## src/rtl/wb_hazard_pipe.sv

```systemverilog
// wb_hazard_pipe: decodes each D-stage instruction once, then carries its
// write-back control (RegWrite, A3, WDSel, T_new) through STAGES slots
// (slot 0 = E, slot STAGES-1 = W). Produces the D-stage stall request and
// rs/rt forwarding selects every cycle, and drives the W-stage GRF controls.
// Optional feature macro: WB_HAZARD_STALL_CNT_EN (stall-cycle counter).
module wb_hazard_pipe #(
  parameter int STAGES = 3,
  parameter int TNEW_W = 2,
  parameter int CNT_W  = 32
) (
  input  logic             clk,
  input  logic             reset,
  input  logic [31:0]      Instr_D,
  input  logic [4:0]       rs_D,
  input  logic [4:0]       rt_D,
  input  logic [1:0]       Tuse_rs,
  input  logic [1:0]       Tuse_rt,
  input  logic             flush_E,
  output logic             stall_D,
  output logic [2:0]       fwd_rs,
  output logic [2:0]       fwd_rt,
  output logic             RegWrite_W,
  output logic [4:0]       A3_W,
  output logic [1:0]       WDSel_W,
  output logic [31:0]      Instr_W,
  output logic [CNT_W-1:0] stall_cnt
);

  typedef struct packed {
    logic [31:0]       instr;
    logic              rw;
    logic [4:0]        a3;
    logic [1:0]        wdsel;
    logic [TNEW_W-1:0] tnew;
  } slot_t;

  slot_t slot_q [STAGES];
  slot_t slot_d [STAGES];
  slot_t dec;

  logic [5:0] op, funct;
  assign op    = Instr_D[31:26];
  assign funct = Instr_D[5:0];

  // Decode the D-stage instruction into its write-back control fields.
  always_comb begin
    dec       = '0;
    dec.instr = Instr_D;
    case (op)
      6'b000000: begin
        if (funct == 6'b100000 || funct == 6'b100010) begin
          dec.rw   = 1'b1;
          dec.a3   = Instr_D[15:11];
          dec.tnew = TNEW_W'(1);
        end
      end
      6'b001101, 6'b001111: begin
        dec.rw   = 1'b1;
        dec.a3   = Instr_D[20:16];
        dec.tnew = TNEW_W'(1);
      end
      6'b100011: begin
        dec.rw    = 1'b1;
        dec.a3    = Instr_D[20:16];
        dec.wdsel = 2'b01;
        dec.tnew  = TNEW_W'(2);
      end
      6'b000011: begin
        dec.rw    = 1'b1;
        dec.a3    = 5'd31;
        dec.wdsel = 2'b10;
      end
      default: ;
    endcase
    // $0 is hardwired; a write to it is not a real producer.
    if (dec.a3 == 5'd0) dec.rw = 1'b0;
  end

  // Hazard check: scan oldest to youngest so the youngest match wins forwarding.
  always_comb begin
    stall_D = 1'b0;
    fwd_rs  = 3'd0;
    fwd_rt  = 3'd0;
    for (int k = STAGES - 1; k >= 0; k--) begin
      if (slot_q[k].rw && slot_q[k].a3 == rs_D && rs_D != 5'd0) begin
        if (32'(slot_q[k].tnew) > 32'(Tuse_rs)) stall_D = 1'b1;
        fwd_rs = (slot_q[k].tnew == '0) ? 3'(k + 1) : 3'd0;
      end
      if (slot_q[k].rw && slot_q[k].a3 == rt_D && rt_D != 5'd0) begin
        if (32'(slot_q[k].tnew) > 32'(Tuse_rt)) stall_D = 1'b1;
        fwd_rt = (slot_q[k].tnew == '0) ? 3'(k + 1) : 3'd0;
      end
    end
  end

  // Next slot contents: shift down the pipe, T_new counts down to 0.
  always_comb begin
    // Stall and flush both insert exactly one bubble.
    slot_d[0] = (stall_D || flush_E) ? '0 : dec;
    for (int k = 1; k < STAGES; k++) begin
      slot_d[k] = slot_q[k-1];
      if (slot_q[k-1].tnew != '0) slot_d[k].tnew = slot_q[k-1].tnew - TNEW_W'(1);
    end
  end

  // Slot registers; reset discards everything in flight.
  always_ff @(posedge clk) begin
    if (reset) begin
      for (int k = 0; k < STAGES; k++) slot_q[k] <= '0;
    end else begin
      for (int k = 0; k < STAGES; k++) slot_q[k] <= slot_d[k];
    end
  end

  assign RegWrite_W = slot_q[STAGES-1].rw;
  assign A3_W       = slot_q[STAGES-1].a3;
  assign WDSel_W    = slot_q[STAGES-1].wdsel;
  assign Instr_W    = slot_q[STAGES-1].instr;

`ifdef WB_HAZARD_STALL_CNT_EN
  logic [CNT_W-1:0] cnt_q, cnt_d;
  assign cnt_d = stall_D ? cnt_q + CNT_W'(1) : cnt_q;

  // Stall-cycle counter, wraps naturally at 2^CNT_W.
  always_ff @(posedge clk) begin
    if (reset) cnt_q <= '0;
    else       cnt_q <= cnt_d;
  end

  assign stall_cnt = cnt_q;
`else
  assign stall_cnt = '0;
`endif

endmodule
```

## config.mk

```make
export PLATFORM = sky130hd
export DESIGN_NAME = wb_hazard_pipe
export DESIGN_NICKNAME = d
export VERILOG_FILES = /design/src/rtl/wb_hazard_pipe.sv
export SDC_FILE = /design/constraint.sdc
export NUM_CORES = 1
export LEC_CHECK = 0
export CAP_MARGIN = 20
export CORE_ASPECT_RATIO = 0.9
export CORE_MARGIN = 1
export CORE_UTILIZATION = 48
export DETAILED_ROUTE_END_ITERATION = 8
export PLACE_DENSITY = 0.81
export SLEW_MARGIN = 20
export SYNTH_ARGS = -nofsm -noshare
export SYNTH_HDL_FRONTEND = slang
export SYNTH_SLANG_ARGS = --single-unit
```

## constraint.sdc

```tcl
create_clock -name clk -period 2.9 [get_ports clk]
set_input_delay 0.29 -clock clk [delete_from_list [all_inputs] [get_ports clk]]
set_output_delay 0.29 -clock clk [all_outputs]
set_load 0.01 [all_outputs]
```

=== Yosys cells after proc, flatten, opt, wreduce, memory -nomap -nowiden ===
Memory sizes are Yosys's and may differ from the RTL's.
Cells that the tools add are included.

* $add $sub $neg: 2
* Order comparisons: 6
* Eq/ne operators: 12
* Muxes and demuxes: 36
* Bitwise operators: 3
* Reduce and logical (&&, ||, !) cells: 25

{| class="wikitable"
|+ Operator list
! kind !! number
|-
| 2-to-1 mux 42 bit || 4
|-
| equality test 5 bit || 6
|-
| equality test 6 bit, second input constant || 3
|-
| 2-to-1 mux 1 bit || 18
|-
| case mux 6 bit (3 select lines) || 1
|-
| equality test 6 x 4 -> 1 bit, second input constant || 2
|-
| greater-than comparator 2 bit || 6
|-
| logical AND 1 bit || 12
|-
| 2-to-1 mux 2 bit || 6
|-
| 2-to-1 mux 3 bit || 4
|-
| nonzero test 5 bit || 2
|-
| equality test 6 x 2 -> 1 bit, second input constant || 1
|-
| logical NOT 2 bit || 3
|-
| logical NOT 6 bit || 1
|-
| 2-to-1 mux 6 bit || 1
|-
| case mux 2 bit (3 select lines) || 1
|-
| logical NOT 5 bit || 1
|-
| case mux 2 bit (2 select lines) || 1
|-
| nonzero test 2 bit || 2
|-
| subtractor 2 x 1 -> 2 bit, second input constant || 2
|-
| OR 1 bit || 3
|-
| OR reduction 3 bit || 1
|-
| logical OR 1 bit || 2
|-
| OR reduction 2 bit || 1
|}

* Flip-flop bits (word level): 0
* Memory bits (writable): 126
* Input port bits: 49
* Word-level logic and storage cells: 85
* Memories kept: 1

{| class="wikitable"
|+ Memories
! name !! depth !! width !! rd ports !! clocked after memory_dff !! write ports !! line !! source
|-
| slot_q || 3 || 42 || 3 || 0 || 3 || 37 || <nowiki>slot_t slot_q [STAGES];</nowiki>
|}

=== Longest topological paths before layout ===
Gate-level depths: netlist (run 1).
An unclocked memory read counts as a cell.

* Depth in word-level cells: 18
* Depth in mapped cells: 9
* Mapped depth without buffers: 7

=== Worst setup path before layout (run 1) ===
No wires, ideal clock.

* Path kind: input to output
* From: in rs_D[1]
* To: out stall_D
* Data arrival time: 2.040 ns
* Setup slack: 0.570 ns
* Stages: 6
* Buffers on the path: 1
* Path through: or4_4 o211ai_1 a2111oi_0 or4_1 buf_2 a211o_1

* Word-level cells in the longest chain between the ends: 14

{| class="wikitable"
|+ RTL lines
! element !! line !! source
|-
| start: declaration || 14 || <nowiki>input logic [4:0] rs_D,</nowiki>
|-
| equality test 5 bit || 85 || <nowiki>if (slot_q[k].rw && slot_q[k].a3 == rs_D && rs_D != 5'd0) begin</nowiki>
|-
| logical AND 1 bit (2 in series) || 85 ||
|-
| 2-to-1 mux 1 bit || 85 ||
|-
| 2-to-1 mux 1 bit || 90 || <nowiki>if (32'(slot_q[k].tnew) > 32'(Tuse_rt)) stall_D = 1'b1;</nowiki>
|-
| 2-to-1 mux 1 bit || 89 || <nowiki>if (slot_q[k].rw && slot_q[k].a3 == rt_D && rt_D != 5'd0) begin</nowiki>
|-
| 2-to-1 mux 1 bit || 86 || <nowiki>if (32'(slot_q[k].tnew) > 32'(Tuse_rs)) stall_D = 1'b1;</nowiki>
|-
| 2-to-1 mux 1 bit || 85 ||
|-
| 2-to-1 mux 1 bit || 90 ||
|-
| 2-to-1 mux 1 bit || 89 ||
|-
| 2-to-1 mux 1 bit || 86 ||
|-
| 2-to-1 mux 1 bit (*) || 85 ||
|-
| 2-to-1 mux 1 bit || 90 ||
|-
| 2-to-1 mux 1 bit (*) || 89 ||
|-
| end: declaration || 19 || <nowiki>output logic stall_D,</nowiki>
|}

Every way passes the cells marked *; elsewhere a longest branch is shown, timed or not.

=== Worst setup path in the final report (run 1) ===
Ends and elaborated chain as after synthesis.

==> run_results.csv, run 1 <==
group,metric,value,unit
run_status,status,"finished, final reports clean",
detailed_routing,firstDrtPassIters,4,
global_route,grt_pass1_vias,3164,
floorplan,dieArea,10600,sq um
synthesis,synthFlopType,"dfxtp_1",
detailed_routing,routed_wl,9420,microns
cells_and_area,top_regs,"slot_q: 125 flops",
synthesis,async_flop_share,0,
clock_tree,cts.sinks,125,
floorplan,start_util,0.500,
clock_tree,cts_buffers,17,
timing,fin_worst_skew,0.0116,ns
cells_and_area,largest_reg_flops,125,
worst_setup_path,cp.buffers_inverters,2,
floorplan,die_w,109,microns
synthesis,syn-mean-instance-area,9.83,sq um
synthesis,ys_warn_count,0,
floorplan,rows,34,
cells_and_area,layout-drive-gt1-share,0.109,
global_route,grt_max_degree,83,
clock_tree,htreeDepth,4,
worst_setup_path,crit_type,"primary input to primary output",
detailed_routing,vias,3273,
clock_tree,clock_latency,0.41,ns
synthesis,synth_compound_area_frac,0.0486,
timing,hold_viol_final,0,
worst_setup_path,path_cells,"clkdlybuf4s50_1, or4_4, o211ai_1, a2111oi_0, or4_4, a211o_1, clkbuf_2",
synthesis,synthTopCellsByArea,"dfxtp_1, buf_4, nor2b_1",
worst_setup_path,worstSetupStartpointType,"primary input",
worst_setup_path,arrival,2.57,ns
clock_tree,cts_buffer_depth,2,
synthesis,synth_seq_cells,125,
worst_setup_path,end_kind,"primary output",
synthesis,synth_edf_count,0,
global_route,antenna_found_initial,0,
timing,maxSlewHeadroom,0.469,
timing,grt_setup_unrepaired,"yes",
detailed_routing,drcViolationCount,0,
synthesis,synthAdderAreaFrac,0.0305,
global_route,grt_pass1_wl,15100,microns
cells_and_area,stdcell_count,714,
synthesis,synth_top_area_frac,0.509,
cells_and_area,layout.nets,637,
floorplan,core_area,9830,sq um
worst_setup_path,cp_slowest_cell,"or4_4",
synthesis,synth_top_area_cell,"dfxtp_1",
timing,fmax,350,MHz
worst_setup_path,required,2.61,ns
power_and_ir_drop,vdd_drop_max,0.400,mV
synthesis,synth_top_family_by_area,"simple AND/OR/NAND/NOR gates",
synthesis,muxShareOfSynthArea,0.00204,
placed_design,place.gp.congestion,0.883,
timing,min_period,2.86,ns
clock_tree,cts_root_buf,"clkbuf_16",
worst_setup_path,critPathMaxStageDelay,0.55,ns
synthesis,yosys.area_share.simple,0.193,
placed_design,port_buffers,93,
synthesis,synth_cell_type_count,34,
floorplan,fp.dieH,98.0,microns
timing,fin_ws,0.0423,ns
global_route,grt_usage,0.187,
power_and_ir_drop,cellPowerDensity,658,nW/um^2
job,maxCapViolations,0,
worst_setup_path,cpLargestDelayFamily,"simple AND/OR/NAND/NOR gates",
cells_and_area,regMostFlops,"slot_q",
synthesis,synth_xor_xnor_area_share,0.0535,
timing,slew_violations,0,
worst_setup_path,path_max_fanout,3,
timing,setup-violations-final,0,
placed_design,dpl.cell_count,681,
detailed_routing,antenna_left,0,
clock_tree,clk_pin_slew,0.06,ns
global_route,overflow,0,
timing,fin_crit_sh,0.985,
cells_and_area,antennaDiodeCount,0,
cells_and_area,areaGrowthSynthToFinish,27.6,%
synthesis,seq_area_frac_synth,0.509,
min_path,hp-class,"primary input to flop",
clock_tree,cts_tree,"built",
power_and_ir_drop,p_leak,2.57,nW
floorplan,boundaryPins,128,
power_and_ir_drop,total_power,4.12,mW
detailed_routing,drtIter0Drc,120,
detailed_routing,via_per_inst,4.58,
synthesis,syn_area,4910,sq um
timing,tightest_slew,0.777,ns
placed_design,dp_slack,-0.337,ns
synthesis,synthCells,500,
detailed_routing,wire_per_inst,13.2,microns
cells_and_area,postLayoutCoreUtil,0.638,
placed_design,dpl.hpwl,6520,microns
worst_setup_path,crit_top_cell,"or4_4",
[layout by cell type (no fill, tap or decap), types with 2 or more instances in the layout]
master	n
nand2_1	6
or4_1	3
clkdlybuf4s50_1	87
or4_4	2
clkinv_2	3
a221oi_1	5
ha_1	12
xnor2_1	30
nand4_1	7
nor2b_1	81
a2111oi_0	4
nor2_1	10
nor4_1	4
inv_6	2
buf_4	23
clkbuf_2	3
a21oi_1	9
inv_1	43
clkinv_4	2
clkinvlp_4	4
nor3_1	39
and2_1	2
nor3b_1	2
clkbuf_16	17
o21ai_0	4
o211ai_1	5
dfxtp_1	125
nand3_1	4
bufinv_16	3
conb_1	34
[worst register-to-register path: stages (launching register included)]
cell       delay (ns)
dfxtp_1          0.41
ha_1             0.28
buf_4            0.14
a2111oi_0        0.44
or4_4            0.21
buf_4            0.39
nor3_1           0.16
[metal layers]
| layer | GRT usage | vias up | share of wire |
|---|---|---|---|
| met5 | 0 | - | 0 |
| met4 | 0.0572 | 0 | 0.0087 |
| met3 | 0.0628 | 6 | 0.054 |
| met2 | 0.305 | 99 | 0.48 |
| met1 | 0.232 | 1511 | 0.46 |
| li1 | - | 1657 | - |
[area by class of cell]
class,count,area (sq um)
Fill cell,777,3560
Sequential cell,125,2500
Multi-Input combinational cell,272,1750
Timing Repair Buffer,117,1100
Clock buffer,17,425
Clock inverter,14,170
Inverter,43,161
Tap cell,126,158
[repair_timing]
item	CTS	global route
pin swaps	2	4
setup buffers	1	1
hold buffers	0	0
setup endpoints to repair	3	4
endpoints found under the hold margin	0	0
resized for setup	4	10
[metrics by stage]
step	instance area (sq um)	hold slack (ns)	TNS [ns]
final	6270	0.409	0
after global routing	6270	0.413	-0.0211
after CTS	6260	0.402	-0.152
after detailed placement	5660	0.421	-0.712
after global placement	5660	0.416	-0.606
after floorplan	5040	0.361	0
[report_power, final]
part           total (mW)  switching, mW  internal, mW
Combinational       0.261          0.127         0.133
Clock                2.10          0.750          1.35
Sequential           1.77        0.00931          1.76
Total                4.12          0.887          3.24
[synthesized netlist by cell type, types with 2 or more instances]
| library cell | number |
|---|---|
| o211ai_1 | 5 |
| nor3b_1 | 2 |
| and2_1 | 2 |
| nand2_1 | 6 |
| ha_1 | 12 |
| a221oi_1 | 5 |
| nand3_1 | 4 |
| nor3_1 | 39 |
| inv_1 | 43 |
| nand4_1 | 7 |
| xnor2_1 | 30 |
| a2111oi_0 | 5 |
| buf_4 | 73 |
| or4_1 | 4 |
| nor2b_1 | 81 |
| nor2_1 | 10 |
| clkbuf_1 | 12 |
| buf_1 | 3 |
| nor4_1 | 4 |
| buf_2 | 4 |
| dfxtp_1 | 125 |
| o21ai_0 | 4 |
| a21oi_1 | 9 |
[kinds of logic (layout without fill, tap and decap cells)]
logic type / count (synthesis) / in the layout
adder cells (fa/ha/maj): 12 / 12
multiplexers: 1 / 1
AND/OR/NAND/NOR: 162 / 162
flip-flops: 125 / 125
buffers and inverters: 136 / 191
XOR/XNOR: 30 / 30
other: 1 / 34
AO/OA/AOI/OAI: 33 / 33
[worst paths after layout]
check	from	endpoint	slack, ns	cells past startpoint
setup / recovery	rs_D[1]	stall_D	0.04	7
hold / removal	Instr_D[9]	slot_q[0][19]	0.41	3
setup reg to reg	slot_q[0][43]	slot_q[0][7]	0.73	6
hold reg to reg	slot_q[0][80]	slot_q[0][122]	0.43	1
No activity file was read; power rests on OpenSTA's default activity.
==> run 2: changes to the inputs <==
--- a/config.mk
+++ b/config.mk
@@ -9,6 +9,7 @@
 export CORE_ASPECT_RATIO = 0.9
 export CORE_MARGIN = 1
 export CORE_UTILIZATION = 48
+export CTS_CLUSTER_DIAMETER = 60
 export DETAILED_ROUTE_END_ITERATION = 8
 export PLACE_DENSITY = 0.81
 export SLEW_MARGIN = 20
==> results of run 2 <==
The final DEF is identical to that of run 1; final timing and power are the same.
